`config.mk`:
```
export PLATFORM = sky130hd
export DESIGN_NAME = dllp_rx_assembler
export DESIGN_NICKNAME = d
export VERILOG_FILES = /design/src/rtl/dllp_rx_assembler.sv
export SDC_FILE = /design/constraint.sdc
export NUM_CORES = 1
export LEC_CHECK = 0
export ABC_AREA = 0
export BUFFER_PORTS_ARGS = -buffer_cell sky130_fd_sc_hd__buf_2
export CAP_MARGIN = 20
export CORE_MARGIN = 4
export CORE_UTILIZATION = 58
export DETAILED_ROUTE_END_ITERATION = 16
export GPL_TIMING_DRIVEN = 0
export PLACE_DENSITY_LB_ADDON = 0.05
export RECOVER_POWER = 50
export SKIP_LAST_GASP = 1
export SLEW_MARGIN = 20
export SYNTH_ARGS = -nofsm -noshare
export SYNTH_HDL_FRONTEND = slang
export SYNTH_SLANG_ARGS = --single-unit
```
`constraint.sdc`:
```
create_clock -name clk -period 3.52 [get_ports clk]
set_input_delay 0.176 -clock clk [delete_from_list [all_inputs] [get_ports clk]]
set_output_delay 0.176 -clock clk [all_outputs]
set_load 0.01 [all_outputs]
```
`src/rtl/dllp_rx_assembler.sv`:
```
// Receive-side DLLP assembler: collects 6-byte DLLPs from the deframer byte stream
// and hands the 32-bit content word downstream. Optional CRC check: DLLP_CRC_CHECK_EN.
module dllp_rx_assembler #(
  parameter int DROP_CNT_W = 8,
  parameter bit BYTE0_LSB  = 1'b1
) (
  input  logic                  clk,
  input  logic                  rst,
  input  logic                  in_valid,
  input  logic                  in_sop,
  input  logic [7:0]            in_data,
  output logic [31:0]           packet_data,
  output logic                  out_valid,
  input  logic                  out_ready,
  output logic                  framing_err,
  output logic                  crc_err,
  output logic                  overflow,
  output logic [DROP_CNT_W-1:0] drop_cnt
);

  localparam logic [0:0] IDLE    = 1'b0;
  localparam logic [0:0] COLLECT = 1'b1;

  logic [0:0]  state;
  logic [2:0]  idx;
  logic        stray_seen;
  logic [31:0] sr_p0;
  logic [31:0] cmp_word_p1;
  logic        cmp_vld_p1;

  logic        acc_sop, acc_dat;
  logic        stray, abort, last, hs;
  logic        crc_bad, good, load, ovf;
  logic [2:0]  drop_inc;

  function automatic logic [31:0] shift_in(input logic [31:0] sr, input logic [7:0] b);
    if (BYTE0_LSB) return {b, sr[31:8]};
    else           return {sr[23:0], b};
  endfunction

  function automatic logic [DROP_CNT_W-1:0] sat_add(input logic [DROP_CNT_W-1:0] c,
                                                    input logic [2:0] inc);
    logic [DROP_CNT_W:0] s;
    s = {1'b0, c} + (DROP_CNT_W+1)'(inc);
    return s[DROP_CNT_W] ? {DROP_CNT_W{1'b1}} : s[DROP_CNT_W-1:0];
  endfunction

`ifdef DLLP_CRC_CHECK_EN
  logic [15:0] crc_p0;
  logic [7:0]  crc_lo_p0;
  logic        cmp_ok_p1;
  logic        crc_err_r;

  // LSB-first serial CRC-16, poly 0x100B
  function automatic logic [15:0] crc_byte(input logic [15:0] c, input logic [7:0] b);
    logic [15:0] r;
    r = c;
    for (int i = 0; i < 8; i++) begin
      if (r[15] ^ b[i]) r = {r[14:0], 1'b0} ^ 16'h100B;
      else              r = {r[14:0], 1'b0};
    end
    return r;
  endfunction

  function automatic logic [7:0] rev8(input logic [7:0] b);
    logic [7:0] r;
    for (int i = 0; i < 8; i++) r[i] = b[7-i];
    return r;
  endfunction
`endif

  always_comb begin
    acc_sop = in_valid && in_sop;
    acc_dat = in_valid && !in_sop;
    stray   = (state == IDLE) && acc_dat;
    abort   = (state == COLLECT) && acc_sop;
    last    = (state == COLLECT) && acc_dat && (idx == 3'd5);
    hs      = out_valid && out_ready;
`ifdef DLLP_CRC_CHECK_EN
    crc_bad = cmp_vld_p1 && !cmp_ok_p1;
`else
    crc_bad = 1'b0;
`endif
    good     = cmp_vld_p1 && !crc_bad;
    load     = good && (!out_valid || hs);
    ovf      = good && out_valid && !hs;
    drop_inc = {2'b00, stray && !stray_seen} + {2'b00, abort} + {2'b00, ovf} + {2'b00, crc_bad};
  end

  always_ff @(posedge clk or posedge rst) begin
    if (rst) begin
      state       <= IDLE;
      idx         <= 3'd0;
      stray_seen  <= 1'b0;
      cmp_vld_p1  <= 1'b0;
      packet_data <= 32'h0;
      out_valid   <= 1'b0;
      framing_err <= 1'b0;
      overflow    <= 1'b0;
      drop_cnt    <= '0;
    end else begin
      framing_err <= stray || abort;
      overflow    <= ovf;
      drop_cnt    <= sat_add(drop_cnt, drop_inc);
      cmp_vld_p1  <= last;
      if (load) begin
        packet_data <= cmp_word_p1;
        out_valid   <= 1'b1;
      end else if (hs) begin
        out_valid   <= 1'b0;
      end
      // A stray run is counted once; any SOP re-arms the stray counter
      if (acc_sop) begin
        state      <= COLLECT;
        idx        <= 3'd1;
        stray_seen <= 1'b0;
      end else if (acc_dat) begin
        if (state == IDLE) begin
          stray_seen <= 1'b1;
        end else if (idx == 3'd5) begin
          state <= IDLE;
          idx   <= 3'd0;
        end else begin
          idx <= idx + 3'd1;
        end
      end
    end
  end

  // p0: content shift register; p1: completed word awaiting the output slot
  always_ff @(posedge clk) begin
    if (acc_sop)
      sr_p0 <= shift_in(32'h0, in_data);
    else if ((state == COLLECT) && acc_dat && (idx <= 3'd3))
      sr_p0 <= shift_in(sr_p0, in_data);
    if (last)
      cmp_word_p1 <= sr_p0;
  end

`ifdef DLLP_CRC_CHECK_EN
  always_ff @(posedge clk or posedge rst) begin
    if (rst) begin
      crc_p0    <= 16'h0;
      crc_err_r <= 1'b0;
    end else begin
      crc_err_r <= crc_bad;
      if (acc_sop)
        crc_p0 <= crc_byte(16'hFFFF, in_data);
      else if ((state == COLLECT) && acc_dat && (idx <= 3'd3))
        crc_p0 <= crc_byte(crc_p0, in_data);
    end
  end

  // CRC bytes arrive bit-reversed relative to the complemented LFSR
  always_ff @(posedge clk) begin
    if ((state == COLLECT) && acc_dat && (idx == 3'd4))
      crc_lo_p0 <= in_data;
    if (last)
      cmp_ok_p1 <= (~crc_p0 == {rev8(in_data), rev8(crc_lo_p0)});
  end

  assign crc_err = crc_err_r;
`else
  assign crc_err = 1'b0;
`endif

endmodule

```
==> results of run 1 <==
-- cell type report --
cell class	count	share of cell area [%]
Buffer	27	2.90
Sequential cell	113	49.8
Inverter	7	0.450
Timing Repair Buffer	63	5.51
Clock inverter	15	3.15
Multi-Input combinational cell	227	28.9
Clock buffer	17	7.10
Tap cell	102	2.19
-- worst max-delay path, stage by stage (launching register included) --
cell,delay (ns)
dfrtp_1,0.45
clkbuf_1,0.27
nor4b_1,0.40
fa_1,0.48
ha_1,0.22
fa_1,0.40
nand2_1,0.13
nand2_1,0.06
mux2_1,0.29
-- metal layers --
layer / routed length, um / vias to the layer above
li1: - / 1551
met1: 4540 / 1590
met2: 4620 / 93
met3: 478 / 10
met4: 98 / 0
met5: 0 / -
-- state kept, by name (all words and copies together) (netlist names) --
| register | flops |
|---|---|
| cmp_word_p1 | 32 |
| packet_data | 32 |
| sr_p0 | 32 |
| drop_cnt | 8 |
| idx | 3 |
| cmp_vld_p1 | 1 |
| framing_err | 1 |
| out_valid | 1 |
| overflow | 1 |
| state | 1 |
| stray_seen | 1 |
-- placed cells by master, fill, tap and decap left out, types with 2 or more instances in the layout --
cell | netlist | routed
inv_6 | 0 | 3
buf_4 | 9 | 9
dlygate4sd3_1 | 0 | 6
ha_1 | 3 | 3
nand2b_1 | 5 | 5
o21ai_0 | 3 | 4
clkbuf_2 | 2 | 2
inv_1 | 7 | 7
edfxtp_1 | 40 | 40
o21a_1 | 3 | 3
and4b_1 | 24 | 24
dfrtp_1 | 49 | 49
mux2_1 | 31 | 31
clkinv_4 | 0 | 4
a21oi_1 | 2 | 2
nand3_1 | 6 | 6
clkinv_2 | 0 | 2
clkbuf_16 | 0 | 16
nand3b_1 | 24 | 24
nor2_1 | 5 | 4
dfxtp_1 | 24 | 24
or3_1 | 3 | 3
nor3_1 | 2 | 2
buf_6 | 3 | 3
a31oi_1 | 24 | 24
o21ai_1 | 25 | 24
buf_2 | 8 | 26
clkinvlp_4 | 0 | 3
a21boi_1 | 8 | 8
and2_1 | 3 | 3
mux2_2 | 3 | 3
fa_1 | 2 | 2
clkbuf_1 | 5 | 43
bufinv_16 | 0 | 3
nand2_1 | 36 | 36
-- cell usage after synthesis, types with 2 or more instances --
cell and instances:
ha_1 3, fa_1 2, nor2_1 5, inv_1 7, mux2_2 3, nor3_1 2, a21oi_1 2, buf_6 3
o21ai_1 25, edfxtp_1 40, buf_4 9, dfrtp_1 49, o21ai_0 3, nand3b_1 24, clkbuf_2 2, mux2_1 31
and2_1 3, clkbuf_1 5, a21boi_1 8, or3_1 3, and4b_1 24, a31oi_1 24, dfxtp_1 24, o21a_1 3
buf_2 8, nand2b_1 5, nand2_1 36, nand3_1 6
-- worst paths after layout --
path	start	to	slack, ns	cells after the start
max	state$_DFFE_PP0P_	drop_cnt[7]$_DFF_PP0_	0.70	8
min	in_data[5]	sr_p0[29]$_DFFE_PP_	0.009	2
max reg2reg	state$_DFFE_PP0P_	drop_cnt[7]$_DFF_PP0_	0.70	8
min reg2reg	cmp_word_p1[8]$_DFFE_PP_	packet_data[8]$_DFFE_PP0P_	0.45	1
max in group asynchronous	rst	packet_data[24]$_DFFE_PP0P_	1.28	4
min in group asynchronous	rst	packet_data[9]$_DFFE_PP0P_	0.42	3
-- what timing repair did --
action	4_1_cts	5_1_grt
resized for setup	0	0
endpoints found under the hold margin	28	0
hold buffers	6	0
-- metrics by stage --
| step | std cells | total power [W] |
|---|---|---|
| 6_report | 571 | 0.00508 |
| 3_5_place_dp | 533 | 0.00345 |
| 2_1_floorplan | 374 | 0.00292 |
| 3_3_place_gp | 531 | 0.00336 |
| 5_1_grt | 571 | 0.00536 |
| 4_1_cts | 571 | 0.00516 |
-- cell families (layout without fill, tap and decap cells) --
| group | Yosys count | count (layout) | share of synthesized area [%] |
|---|---|---|---|
| adder cells (fa/ha/maj) | 5 | 5 | 1.62 |
| multiplexers | 34 | 34 | 8.01 |
| AO/OA/AOI/OAI | 73 | 73 | 9.84 |
| flip-flops | 113 | 113 | 60.8 |
| other | 1 | 1 | 0.0784 |
| buffers and inverters | 34 | 129 | 4.11 |
| AND/OR/NAND/NOR | 113 | 113 | 15.3 |
| XOR/XNOR | 1 | 1 | 0.183 |
-- power breakdown --
group | total [W] | internal (W) | switching [W]
registers | 0.00214 | 0.00181 | 0.000329
clock network | 0.00169 | 0.00108 | 0.000609
logic | 0.00125 | 0.000523 | 0.000726
total | 0.00508 | 0.00342 | 0.00166
==> flow_summary.html, run 1 <==
<table>
<tr><th>Metric</th><th>Value</th></tr>
<tr><th colspan="2">Run status</th></tr>
<tr><td>Status</td><td>finished, final reports clean</td></tr>
<tr><th colspan="2">Logic synthesis</th></tr>
<tr><td>Ys Warns</td><td>0</td></tr>
<tr><td>Syn Std Cell Area</td><td>4780 um2</td></tr>
<tr><td>Count of mapped cells out of synthesis</td><td>374</td></tr>
<tr><td>Number of storage elements in the synthesis netlist</td><td>approximately 110</td></tr>
<tr><td>Synth unique cells</td><td>43</td></tr>
<tr><td>Number of nets produced by synthesis</td><td>392</td></tr>
<tr><td>Fraction of synthesis flops using an asynchronous set or reset pin</td><td>a little over two fifths</td></tr>
<tr><td>Count of flip-flops with a built-in enable after synthesis</td><td>40</td></tr>
<tr><td>Share of the synthesized area in the top cell type</td><td>25.6%</td></tr>
<tr><td>Sequential-to-total area share from yosys stat</td><td>60.8%</td></tr>
<tr><td>Biggest area consumer among synthesized cells</td><td>dfrtp_1</td></tr>
<tr><td>Synth top area cells</td><td>dfrtp_1 (26%), edfxtp_1 (25%), dfxtp_1 (10%)</td></tr>
<tr><td>Most used flip-flop cell after synthesis</td><td>dfrtp_1</td></tr>
<tr><td>Mapped Avg Cell Area</td><td>~13 um2</td></tr>
<tr><th colspan="2">Route</th></tr>
<tr><td>Aggregate routed wire length</td><td>approximately 9700 um</td></tr>
<tr><td>Number of iterations in the first detailed-routing pass</td><td>5</td></tr>
<tr><td>Remaining design rule violation count</td><td>0</td></tr>
<tr><td>Number of vias per cell after detailed routing</td><td>5.68</td></tr>
<tr><td>Number of nets with antenna violations after routing</td><td>0</td></tr>
<tr><td>Total vias in the final route</td><td>about 3.2k</td></tr>
<tr><td>Average wire per cell in the routed design</td><td>17.1 um</td></tr>
<tr><td>Initial detailed-routing violation count</td><td>~280</td></tr>
<tr><th colspan="2">Final layout</th></tr>
<tr><td>Final net count</td><td>474</td></tr>
<tr><td>Share of final-layout standard cells stronger than drive strength 1</td><td>17.3%</td></tr>
<tr><td>Area Overhead vs Synth</td><td>22.0%</td></tr>
<tr><td>Share of the core filled with cells in the final layout</td><td>74.0%</td></tr>
<tr><td>Count of antenna diodes in the layout</td><td>0</td></tr>
<tr><td>Multi-input gate area in the final layout</td><td>roughly 1700 um2</td></tr>
<tr><td>Count of filler cells inserted in the layout</td><td>529</td></tr>
<tr><td>Storage element area</td><td>between 2000 and 3000 um2</td></tr>
<tr><td>Cell area after layout</td><td>5830 um2</td></tr>
<tr><th colspan="2">Clock network</th></tr>
<tr><td>Cell at the root of the clock tree</td><td>clkbuf_8</td></tr>
<tr><td>Number of clock buffers inserted by TritonCTS</td><td>17</td></tr>
<tr><td>H-tree level count</td><td>4</td></tr>
<tr><td>Clock slew at the register clock pins of the worst setup and hold paths</td><td>roughly 0.050 ns</td></tr>
<tr><td>Buffers inserted during post-CTS setup optimization</td><td>0</td></tr>
<tr><td>Number of buffers on the longest clock path</td><td>2</td></tr>
<tr><td>Num Clock Sinks</td><td>113</td></tr>
<tr><td>Worst-Skew Late Latency</td><td>around 0.51 ns</td></tr>
<tr><td>Clock tree from TritonCTS</td><td>built</td></tr>
<tr><th colspan="2">Timing</th></tr>
<tr><td>Total negative slack for setup checks</td><td>0 ns</td></tr>
<tr><td>Slew headroom</td><td>4.82%</td></tr>
<tr><td>Number of setup violations in the final report</td><td>0</td></tr>
<tr><td>Worst Skew</td><td>approximately 0.0082 ns</td></tr>
<tr><td>Achievable frequency</td><td>0.355 GHz</td></tr>
<tr><td>Unrepaired setup endpoints after global routing</td><td>false</td></tr>
<tr><td>Min setup slack post-route</td><td>a little over 0.7 ns</td></tr>
<tr><td>Worst Max-Slew Pin Slew</td><td>1.43 ns</td></tr>
<tr><td>Number of pins with negative max-slew slack in the final report</td><td>0</td></tr>
<tr><td>Fin crit share</td><td>80.0%</td></tr>
<tr><td>Final hold slack</td><td>0.00855 ns</td></tr>
<tr><td>Final count of hold timing violations</td><td>0</td></tr>
<tr><td>Shortest clock period the worst path allows after layout</td><td>between 2 and 3 ns</td></tr>
<tr><th colspan="2">Critical path</th></tr>
<tr><td>Worst path required time</td><td>3.90 ns</td></tr>
<tr><td>Critical Path Sink Type</td><td>flip-flop</td></tr>
<tr><td>Critical path startpoint category</td><td>flip-flop</td></tr>
<tr><td>Maximum fanout along the worst path</td><td>10</td></tr>
<tr><td>CP arrival</td><td>3.20 ns</td></tr>
<tr><td>Startpoint-to-endpoint class of the critical path</td><td>reg2reg</td></tr>
<tr><th colspan="2">Power</th></tr>
<tr><td>Power per Cell Area</td><td>871 nW/um2</td></tr>
<tr><td>Max VDD drop</td><td>0.442 mV</td></tr>
<tr><td>Leakage power total</td><td>2.42 nW</td></tr>
<tr><th colspan="2">GRT</th></tr>
<tr><td>All-layer global routing usage</td><td>21.1%</td></tr>
<tr><td>Wire length of the first global-routing pass</td><td>around 16000 um</td></tr>
<tr><td>Largest net degree at the start of global routing</td><td>27</td></tr>
<tr><td>Vias in the first global route</td><td>3271</td></tr>
<tr><td>Global-route met3 utilization</td><td>4.95%</td></tr>
<tr><td>Met1 global-route usage</td><td>28.7%</td></tr>
<tr><td>Fraction of met2 tracks used by global routing</td><td>between 30% and 40%</td></tr>
<tr><td>Aggregate global routing overflow</td><td>0</td></tr>
<tr><td>Peak-usage layer in the global routing report</td><td>met2</td></tr>
<tr><td>Number of antenna violations at the first check in global routing</td><td>0</td></tr>
<tr><th colspan="2">Placement</th></tr>
<tr><td>HPWL reported at the end of detailed placement</td><td>6720 um</td></tr>
<tr><td>Port buffer count</td><td>55</td></tr>
<tr><td>Final estimated routing congestion in global placement</td><td>0.826</td></tr>
<tr><td>Placement-stage cell area</td><td>approximately 5200 um2</td></tr>
<tr><td>Dpl ws</td><td>0.785 ns</td></tr>
<tr><th colspan="2">Floorplan</th></tr>
<tr><td>Starting density of the core</td><td>about 60%</td></tr>
<tr><td>Number of primary I/O pins</td><td>57</td></tr>
<tr><td>Core area</td><td>7890 um2</td></tr>
<tr><td>Die Area</td><td>9760 um2</td></tr>
<tr><td>Die width</td><td>98.8 um</td></tr>
<tr><td>Die height</td><td>98.8 um</td></tr>
<tr><td>Number of cell rows</td><td>32</td></tr>
<tr><th colspan="2">Worst hold path</th></tr>
<tr><td>Path type of the worst min-delay path</td><td>in2reg</td></tr>
<tr><th colspan="2">Flow run</th></tr>
<tr><td>Max-Cap Viols</td><td>0</td></tr>
</table>
No activity file was read; power rests on OpenSTA's default activity.
==> run 2: changes to the inputs <==
- CORE_UTILIZATION: 58 -> 52
- clock period: 3.52 -> 2.5 ns (I/O delays scaled with it)
==> run 2 against run 1 <==
Sequential cell count did not move. Die area increased by 11%. Sequential share of layout area is 0.74 points lower. Combinational power grew 40%. Cell area increased by 1.5%. Setup slack got worse by 0.55 ns. Via count down 1.4%. Global-route usage down 1.9 points. Core utilization shrank 7.0 points. Total power is 43% higher.
==> flow_summary.html, run 2 (synthesis results as in run 1) <==
<table>
<tr><th>Metric</th><th>Value</th></tr>
<tr><th colspan="2">Critical path</th></tr>
<tr><td>Reg2reg start</td><td>state$_DFFE_PP0P_ (unchanged)</td></tr>
<tr><td>Maximum fanout along the worst path</td><td>4 (was 10)</td></tr>
<tr><td>Worst path required time</td><td>2.89 ns (was 3.90 ns)</td></tr>
<tr><td>Startpoint-to-endpoint class of the critical path</td><td>reg2reg (unchanged)</td></tr>
<tr><td>Register-to-Register Setup Slack</td><td>0.15 ns (was 0.70 ns)</td></tr>
<tr><td>Count of cells along the worst register-to-register path</td><td>7 (was 8)</td></tr>
<tr><td>Critical path startpoint category</td><td>flip-flop (unchanged)</td></tr>
<tr><td>Endpoint of the worst register-to-register path</td><td>drop_cnt[7]$_DFF_PP0_ (unchanged)</td></tr>
<tr><td>Critical Path Sink Type</td><td>flip-flop (unchanged)</td></tr>
<tr><td>CP arrival</td><td>2.73 ns (was 3.20 ns)</td></tr>
<tr><th colspan="2">Final layout</th></tr>
<tr><td>Count of filler cells inserted in the layout</td><td>705 (was 529)</td></tr>
<tr><td>Share of the core filled with cells in the final layout</td><td>67.0% (was 74.0%)</td></tr>
<tr><td>Share of final-layout standard cells stronger than drive strength 1</td><td>18.2% (was 17.3%)</td></tr>
<tr><td>Area Overhead vs Synth</td><td>23.9% (was 22.0%)</td></tr>
<tr><td>Registers with the most flip-flops</td><td>cmp_word_p1 x32, packet_data x32, sr_p0 x32 (unchanged)</td></tr>
<tr><td>Count of antenna diodes in the layout</td><td>0 (unchanged)</td></tr>
<tr><td>Number of cells in the finished layout apart from fillers</td><td>581 (was 571)</td></tr>
<tr><td>Most frequent standard cell in the layout excluding fill and tap cells</td><td>dfrtp_1 (unchanged)</td></tr>
<tr><td>Leading cell types in the layout, fill and taps excluded</td><td>dfrtp_1 (48), clkbuf_1 (42), edfxtp_1 (40) (was dfrtp_1 (49), clkbuf_1 (43), edfxtp_1 (40))</td></tr>
<tr><td>Final net count</td><td>478 (was 474)</td></tr>
<tr><th colspan="2">Timing</th></tr>
<tr><td>Fin crit share</td><td>93.9% (was 80.0%)</td></tr>
<tr><td>Achievable frequency</td><td>0.426 GHz (was 0.355 GHz)</td></tr>
<tr><td>Worst Skew</td><td>0.00878 ns (was 0.00823 ns)</td></tr>
<tr><td>Slew headroom</td><td>42.9% (was 4.82%)</td></tr>
<tr><td>Worst Max-Slew Pin Slew</td><td>0.855 ns (was 1.43 ns)</td></tr>
<tr><td>Number of pins with negative max-slew slack in the final report</td><td>0 (unchanged)</td></tr>
<tr><td>Final count of hold timing violations</td><td>0 (unchanged)</td></tr>
<tr><td>Shortest clock period the worst path allows after layout</td><td>2.35 ns (was 2.82 ns)</td></tr>
<tr><td>Number of setup violations in the final report</td><td>0 (unchanged)</td></tr>
<tr><td>Unrepaired setup endpoints after global routing</td><td>false (unchanged)</td></tr>
<tr><th colspan="2">Clock network</th></tr>
<tr><td>Worst-Skew Late Latency</td><td>0.51 ns (about the same)</td></tr>
<tr><td>Num Clock Sinks</td><td>113 (unchanged)</td></tr>
<tr><td>Number of buffers on the longest clock path</td><td>2 (unchanged)</td></tr>
<tr><td>Number of clock buffers inserted by TritonCTS</td><td>17 (unchanged)</td></tr>
<tr><td>Clock slew at the register clock pins of the worst setup and hold paths</td><td>0.06 ns (was 0.05 ns)</td></tr>
<tr><td>Cell at the root of the clock tree</td><td>clkbuf_8 (unchanged)</td></tr>
<tr><td>Clock tree from TritonCTS</td><td>built (unchanged)</td></tr>
<tr><td>H-tree level count</td><td>4 (unchanged)</td></tr>
<tr><th colspan="2">GRT</th></tr>
<tr><td>Vias in the first global route</td><td>3252 (was 3271)</td></tr>
<tr><td>All-layer global routing usage</td><td>19.2% (was 21.1%)</td></tr>
<tr><td>Largest net degree at the start of global routing</td><td>28 (was 27)</td></tr>
<tr><td>Number of antenna violations at the first check in global routing</td><td>0 (unchanged)</td></tr>
<tr><td>Wire length of the first global-routing pass</td><td>16400 um (was 16300 um)</td></tr>
<tr><td>Aggregate global routing overflow</td><td>0 (unchanged)</td></tr>
<tr><th colspan="2">Worst hold path</th></tr>
<tr><td>Worst Hold Path EP</td><td>idx[1]$_DFFE_PP0P_ (was sr_p0[29]$_DFFE_PP_)</td></tr>
<tr><td>Worst hold start</td><td>in_sop (was in_data[5])</td></tr>
<tr><td>Instance count along the most critical hold path</td><td>3 (was 2)</td></tr>
<tr><td>Path type of the worst min-delay path</td><td>in2reg (unchanged)</td></tr>
<tr><th colspan="2">Placement</th></tr>
<tr><td>Port buffer count</td><td>55 (unchanged)</td></tr>
<tr><td>Final estimated routing congestion in global placement</td><td>0.841 (was 0.826)</td></tr>
<tr><td>HPWL reported at the end of detailed placement</td><td>6640 um (was 6720 um)</td></tr>
<tr><td>Placed cells</td><td>539 (was 533)</td></tr>
<tr><th colspan="2">Floorplan</th></tr>
<tr><td>Core area</td><td>8850 um2 (was 7890 um2)</td></tr>
<tr><td>Number of primary I/O pins</td><td>57 (unchanged)</td></tr>
<tr><td>Die Area</td><td>10800 um2 (was 9760 um2)</td></tr>
<tr><td>Die height</td><td>104 um (was 98.8 um)</td></tr>
<tr><td>Starting density of the core</td><td>54.0% (was 60.6%)</td></tr>
<tr><td>Number of cell rows</td><td>34 (was 32)</td></tr>
<tr><td>Die width</td><td>104 um (was 98.8 um)</td></tr>
<tr><th colspan="2">Route</th></tr>
<tr><td>Total vias in the final route</td><td>3197 (was 3244)</td></tr>
<tr><td>Average wire per cell in the routed design</td><td>16.5 um (was 17.1 um)</td></tr>
<tr><td>Number of nets with antenna violations after routing</td><td>0 (unchanged)</td></tr>
<tr><td>Number of vias per cell after detailed routing</td><td>5.50 (was 5.68)</td></tr>
<tr><td>Initial detailed-routing violation count</td><td>144 (was 276)</td></tr>
<tr><td>Number of iterations in the first detailed-routing pass</td><td>4 (was 5)</td></tr>
<tr><td>Aggregate routed wire length</td><td>9610 um (was 9740 um)</td></tr>
<tr><td>Remaining design rule violation count</td><td>0 (unchanged)</td></tr>
<tr><th colspan="2">Power</th></tr>
<tr><td>Leakage power total</td><td>2.46 nW (was 2.42 nW)</td></tr>
<tr><td>Power per Cell Area</td><td>1230 nW/um2 (was 871 nW/um2)</td></tr>
<tr><td>Total power</td><td>0.00726 W (was 0.00508 W)</td></tr>
<tr><td>Max VDD drop</td><td>0.638 mV (was 0.442 mV)</td></tr>
<tr><th colspan="2">Run status</th></tr>
<tr><td>Status</td><td>finished, final reports clean (unchanged)</td></tr>
<tr><th colspan="2">Flow run</th></tr>
<tr><td>Max-Cap Viols</td><td>0 (unchanged)</td></tr>
</table>
## run 2: layout make-up
type | instances | area (um2) | area share (%)
clock buffer | 18 | 418 | 7.05
timing repair buffer | 68 | 370 | 6.25
tap | 108 | 135 | 2.28
buffer | 26 | 165 | 2.79
sequential | 113 | 2910 | 49.1
clock inverter | 14 | 205 | 3.46
inverter | 7 | 26.3 | 0.444
multi-input combinational | 227 | 1700 | 28.6
## run 2: timing repair
action                                  in CTS  in global routing
endpoints found under the setup margin       8                  2
gates cloned                                 0                  0
pin swaps                                    0                  0
buffers inserted                             1                  0
gates resized for setup                      1                  2
hold endpoints to repair                    32                  0
hold buffers                                10                  0
## run 2: through the flow
step / setup TNS [ns] / setup WS [ns] / hold WS [ns] / area (um2)
CTS: 0 / 0.0521 / 0.103 / 5980
global placement: -1.51 / -0.140 / 0.437 / 5200
detailed placement: -1.17 / -0.222 / 0.191 / 5250
global route: 0 / 0.0551 / 0.123 / 5920
finish: 0 / 0.153 / 0.128 / 5920
floorplan: 0 / 0.0222 / 0.336 / 4790
## run 2: where the power goes
group          leakage (nW)  total (W)  switching, W  internal, W
logic                 0.953    0.00175       0.00101     0.000749
clock network         0.296    0.00250      0.000866      0.00163
registers              1.21    0.00301      0.000454      0.00255
total                  2.46    0.00726       0.00232      0.00493
## run 2: worst max-delay path, cell delays in order, from the launching register on
cell,delay (ns)
dfrtp_2,0.43
nor4b_2,0.29
fa_1,0.46
ha_1,0.23
fa_2,0.38
nand2_2,0.11
nand2_1,0.06
mux2_1,0.29
## run 2: worst max path at each step
stage                           start  cells after the start                    end  slack, ns
finish              state$_DFFE_PP0P_                      7  drop_cnt[7]$_DFF_PP0_       0.15
global route        state$_DFFE_PP0P_                      7  drop_cnt[7]$_DFF_PP0_       0.06
CTS                 state$_DFFE_PP0P_                      7  drop_cnt[7]$_DFF_PP0_       0.05
detailed placement             in_sop                     10  drop_cnt[7]$_DFF_PP0_      -0.22
global placement    state$_DFFE_PP0P_                      8  drop_cnt[7]$_DFF_PP0_      -0.14
floorplan           state$_DFFE_PP0P_                      8  drop_cnt[7]$_DFF_PP0_       0.02
## run 2: metal layers
metal / GRT usage, % / part of all wire (%) / vias to the layer above
met5: 0 / 0 / -
met4: 8.45 / 1.2 / 0
met3: 4.97 / 3.7 / 13
met2: 29.4 / 48 / 81
met1: 25.8 / 47 / 1541
li1: - / - / 1562
==> run 3: changes to the inputs <==
--- a/config.mk
+++ b/config.mk
@@ -13,3 +13,2 @@
 export DETAILED_ROUTE_END_ITERATION = 16
-export GPL_TIMING_DRIVEN = 0
 export PLACE_DENSITY_LB_ADDON = 0.05
--- a/constraint.sdc
+++ b/constraint.sdc
@@ -3,2 +3,2 @@
 set_output_delay 0.125 -clock clk [all_outputs]
-set_load 0.01 [all_outputs]
+set_load 0.02 [all_outputs]
==> run 3 against run 2 <==
Combinational power rose by 9%. Register-to-register slack worse by 0.03 ns. Global-route usage down 0.59 points. Fmax down 1.1%. Highest routed layer unchanged. Setup slack got worse by 0.027 ns. Sequential share of layout area is 0.70 points higher. Critical path type unchanged. First-iteration DRC count grew 65%.
==> flow_summary.html, run 3 (synthesis results as in run 1) <==
<table>
<tr><th>Metric</th><th>Value</th></tr>
<tr><th colspan="2">Timing</th></tr>
<tr><td>Shortest clock period the worst path allows after layout</td><td>2.37 ns (was 2.35 ns)</td></tr>
<tr><td>Final count of hold timing violations</td><td>0 (unchanged)</td></tr>
<tr><td>Number of pins with negative max-slew slack in the final report</td><td>0 (unchanged)</td></tr>
<tr><td>Slew headroom</td><td>42.0% (was 42.9%)</td></tr>
<tr><td>Fin crit share</td><td>94.9% (was 93.9%)</td></tr>
<tr><td>Worst Skew</td><td>0.00968 ns (was 0.00878 ns)</td></tr>
<tr><td>Total negative slack for setup checks</td><td>0 ns (unchanged)</td></tr>
<tr><td>Number of setup violations in the final report</td><td>0 (unchanged)</td></tr>
<tr><td>Unrepaired setup endpoints after global routing</td><td>false (unchanged)</td></tr>
<tr><td>Achievable frequency</td><td>0.421 GHz (was 0.426 GHz)</td></tr>
<tr><td>Worst Max-Slew Pin Slew</td><td>0.869 ns (was 0.855 ns)</td></tr>
<tr><th colspan="2">Clock network</th></tr>
<tr><td>Number of clock buffers inserted by TritonCTS</td><td>17 (unchanged)</td></tr>
<tr><td>Worst-Skew Late Latency</td><td>0.51 ns (about the same)</td></tr>
<tr><td>Cell at the root of the clock tree</td><td>clkbuf_8 (unchanged)</td></tr>
<tr><td>Num Clock Sinks</td><td>113 (unchanged)</td></tr>
<tr><td>Clock slew at the register clock pins of the worst setup and hold paths</td><td>0.06 ns (about the same)</td></tr>
<tr><td>H-tree level count</td><td>4 (unchanged)</td></tr>
<tr><td>Clock tree from TritonCTS</td><td>built (unchanged)</td></tr>
<tr><td>Number of buffers on the longest clock path</td><td>2 (unchanged)</td></tr>
<tr><th colspan="2">GRT</th></tr>
<tr><td>Aggregate global routing overflow</td><td>0 (unchanged)</td></tr>
<tr><td>All-layer global routing usage</td><td>18.6% (was 19.2%)</td></tr>
<tr><td>Number of antenna violations at the first check in global routing</td><td>0 (unchanged)</td></tr>
<tr><td>Largest net degree at the start of global routing</td><td>50 (was 28)</td></tr>
<tr><td>Vias in the first global route</td><td>3110 (was 3252)</td></tr>
<tr><td>Wire length of the first global-routing pass</td><td>16000 um (was 16400 um)</td></tr>
<tr><th colspan="2">Run status</th></tr>
<tr><td>Status</td><td>finished, final reports clean (unchanged)</td></tr>
<tr><th colspan="2">Route</th></tr>
<tr><td>Initial detailed-routing violation count</td><td>238 (was 144)</td></tr>
<tr><td>Number of iterations in the first detailed-routing pass</td><td>5 (was 4)</td></tr>
<tr><td>Total vias in the final route</td><td>3185 (was 3197)</td></tr>
<tr><td>Wl on met1</td><td>4330 um (was 4480 um)</td></tr>
<tr><td>Number of vias per cell after detailed routing</td><td>5.65 (was 5.50)</td></tr>
<tr><td>Detail Route met3 WL</td><td>295 um (was 360 um)</td></tr>
<tr><td>Remaining design rule violation count</td><td>0 (unchanged)</td></tr>
<tr><td>Routed met2 length</td><td>4660 um (was 4650 um)</td></tr>
<tr><td>Average wire per cell in the routed design</td><td>16.6 um (was 16.5 um)</td></tr>
<tr><td>Number of nets with antenna violations after routing</td><td>0 (unchanged)</td></tr>
<tr><td>Highest signal layer in the routed design</td><td>met4 (unchanged)</td></tr>
<tr><td>Aggregate routed wire length</td><td>9360 um (was 9610 um)</td></tr>
<tr><th colspan="2">Critical path</th></tr>
<tr><td>Startpoint-to-endpoint class of the critical path</td><td>reg2reg (unchanged)</td></tr>
<tr><td>Crit path buffers/inverters</td><td>0 (unchanged)</td></tr>
<tr><td>Delay of the slowest cell on the worst path</td><td>0.44 ns (was 0.46 ns)</td></tr>
<tr><td>Worst path required time</td><td>2.89 ns (about the same)</td></tr>
<tr><td>Critical Path Sink Type</td><td>flip-flop (unchanged)</td></tr>
<tr><td>Largest delay share family, worst path</td><td>adder cells (unchanged)</td></tr>
<tr><td>Critical path startpoint category</td><td>flip-flop (unchanged)</td></tr>
<tr><td>Maximum fanout along the worst path</td><td>4 (unchanged)</td></tr>
<tr><td>CP arrival</td><td>2.76 ns (was 2.73 ns)</td></tr>
<tr><td>Slowest cell on the critical path</td><td>dfrtp_2 (was fa_1)</td></tr>
<tr><td>Sequence of cells on the critical path</td><td>nor4b_4 &gt; fa_1 &gt; ha_1 &gt; fa_2 &gt; nand2_2 &gt; nand2_1 &gt; mux2_1 (was nor4b_2 &gt; fa_1 &gt; ha_1 &gt; fa_2 &gt; nand2_2 &gt; nand2_1 &gt; mux2_1)</td></tr>
<tr><th colspan="2">Final layout</th></tr>
<tr><td>Area Overhead vs Synth</td><td>22.2% (was 23.9%)</td></tr>
<tr><td>Number of cells in the finished layout apart from fillers</td><td>564 (was 581)</td></tr>
<tr><td>Registers with the most flip-flops</td><td>cmp_word_p1 x32, packet_data x32, sr_p0 x32 (unchanged)</td></tr>
<tr><td>Cell area after layout</td><td>5840 um2 (was 5920 um2)</td></tr>
<tr><td>Share of the core filled with cells in the final layout</td><td>66.0% (was 67.0%)</td></tr>
<tr><td>Final net count</td><td>461 (was 478)</td></tr>
<tr><td>Leading cell types in the layout, fill and taps excluded</td><td>dfrtp_1 (48), clkbuf_1 (41), edfxtp_1 (40) (was dfrtp_1 (48), clkbuf_1 (42), edfxtp_1 (40))</td></tr>
<tr><td>Share of final-layout standard cells stronger than drive strength 1</td><td>15.1% (was 18.2%)</td></tr>
<tr><td>Count of antenna diodes in the layout</td><td>0 (unchanged)</td></tr>
<tr><td>Most frequent standard cell in the layout excluding fill and tap cells</td><td>dfrtp_1 (unchanged)</td></tr>
<tr><th colspan="2">Power</th></tr>
<tr><td>Leakage power total</td><td>2.41 nW (was 2.46 nW)</td></tr>
<tr><td>Internal portion of total power</td><td>0.00508 W (was 0.00493 W)</td></tr>
<tr><td>Max VDD drop</td><td>0.659 mV (was 0.638 mV)</td></tr>
<tr><td>Total power</td><td>0.00752 W (was 0.00726 W)</td></tr>
<tr><td>Clock group share of total power</td><td>34.9% (was 34.4%)</td></tr>
<tr><td>Seq pwr share</td><td>39.8% (was 41.4%)</td></tr>
<tr><td>Combinational power share</td><td>25.3% (was 24.2%)</td></tr>
<tr><td>Proportion of total power due to net switching</td><td>32.5% (was 32.0%)</td></tr>
<tr><td>Power per Cell Area</td><td>1290 nW/um2 (was 1230 nW/um2)</td></tr>
<tr><td>Net switching power</td><td>0.00244 W (was 0.00232 W)</td></tr>
<tr><th colspan="2">Worst hold path</th></tr>
<tr><td>Path type of the worst min-delay path</td><td>in2reg (unchanged)</td></tr>
<tr><th colspan="2">Flow run</th></tr>
<tr><td>Max-Cap Viols</td><td>0 (unchanged)</td></tr>
<tr><th colspan="2">Floorplan</th></tr>
<tr><td>Starting density of the core</td><td>54.0% (unchanged)</td></tr>
<tr><td>Die width</td><td>104 um (unchanged)</td></tr>
<tr><td>Die height</td><td>104 um (unchanged)</td></tr>
<tr><td>Die Area</td><td>10800 um2 (unchanged)</td></tr>
<tr><td>Number of primary I/O pins</td><td>57 (unchanged)</td></tr>
<tr><td>Number of cell rows</td><td>34 (unchanged)</td></tr>
<tr><td>Core area</td><td>8850 um2 (unchanged)</td></tr>
<tr><th colspan="2">Placement</th></tr>
<tr><td>Port buffer count</td><td>55 (unchanged)</td></tr>
<tr><td>HPWL reported at the end of detailed placement</td><td>5670 um (was 6640 um)</td></tr>
<tr><td>Placed cells</td><td>521 (was 539)</td></tr>
<tr><td>Placement-stage cell area</td><td>5110 um2 (was 5250 um2)</td></tr>
<tr><td>Final estimated routing congestion in global placement</td><td>0.779 (was 0.841)</td></tr>
</table>
[run 3: stage by stage]
stage | setup WS, ns | hold slack [ns]
finish | 0.127 | 0.175
global route | 0.0383 | 0.176
CTS | 0.0347 | 0.133
detailed placement | 0.0351 | 0.433
global placement | 0.135 | 0.426
floorplan | 0.0174 | 0.336
[run 3: repair_timing]
action / 4_1_cts / 5_1_grt
resized for setup: 0 / 4
hold endpoints to repair: 62 / 0
setup endpoints to repair: 0 / 3
hold buffers: 11 / 0
setup buffers: 0 / 0
[run 3: final timing paths]
path                            cells after the start                 from                          end  slack, ns
worst max-delay path                                7    state$_DFFE_PP0P_        drop_cnt[7]$_DFF_PP0_       0.13
max in group asynchronous                           3                  rst            state$_DFFE_PP0P_       1.60
worst min register to register                      0  sr_p0[29]$_DFFE_PP_    cmp_word_p1[29]$_DFFE_PP_       0.45
worst min-delay path                                3               in_sop           idx[1]$_DFFE_PP0P_       0.18
min in group asynchronous                           3                  rst  packet_data[22]$_DFFE_PP0P_       0.33
worst max register to register                      7    state$_DFFE_PP0P_        drop_cnt[7]$_DFF_PP0_       0.13
[run 3: layout make-up]
type	count	area (um2)
sequential	113	2910
clock buffer	21	439
tap	108	135
timing repair buffer	77	420
multi-input combinational	227	1700
inverter	7	27.5
clock inverter	11	210
fill	710	3010
[run 3: layer usage]
metal / up-vias / track usage [%]
met5: - / 0
met4: 0 / 6.84
met3: 8 / 4.72
met2: 75 / 29.2
met1: 1576 / 25.1
li1: 1526 / -
[run 3: worst reg2reg max path: stages (launching register included)]
cell and delay (ns):
dfrtp_2 0.44, nor4b_4 0.32, fa_1 0.43, ha_1 0.22, fa_2 0.37, nand2_2 0.11
nand2_1 0.06, mux2_1 0.30
[run 3: power groups by stage]
stage | Combinational (W) | Clock (W) | Sequential [W]
after global routing | 0.00210 | 0.00278 | 0.00309
after floorplan | 0.00105 | 0 | 0.00331
after detailed placement | 0.00197 | 0 | 0.00300
after CTS | 0.00200 | 0.00268 | 0.00298
after global placement | 0.00194 | 0 | 0.00298
final | 0.00190 | 0.00263 | 0.00300
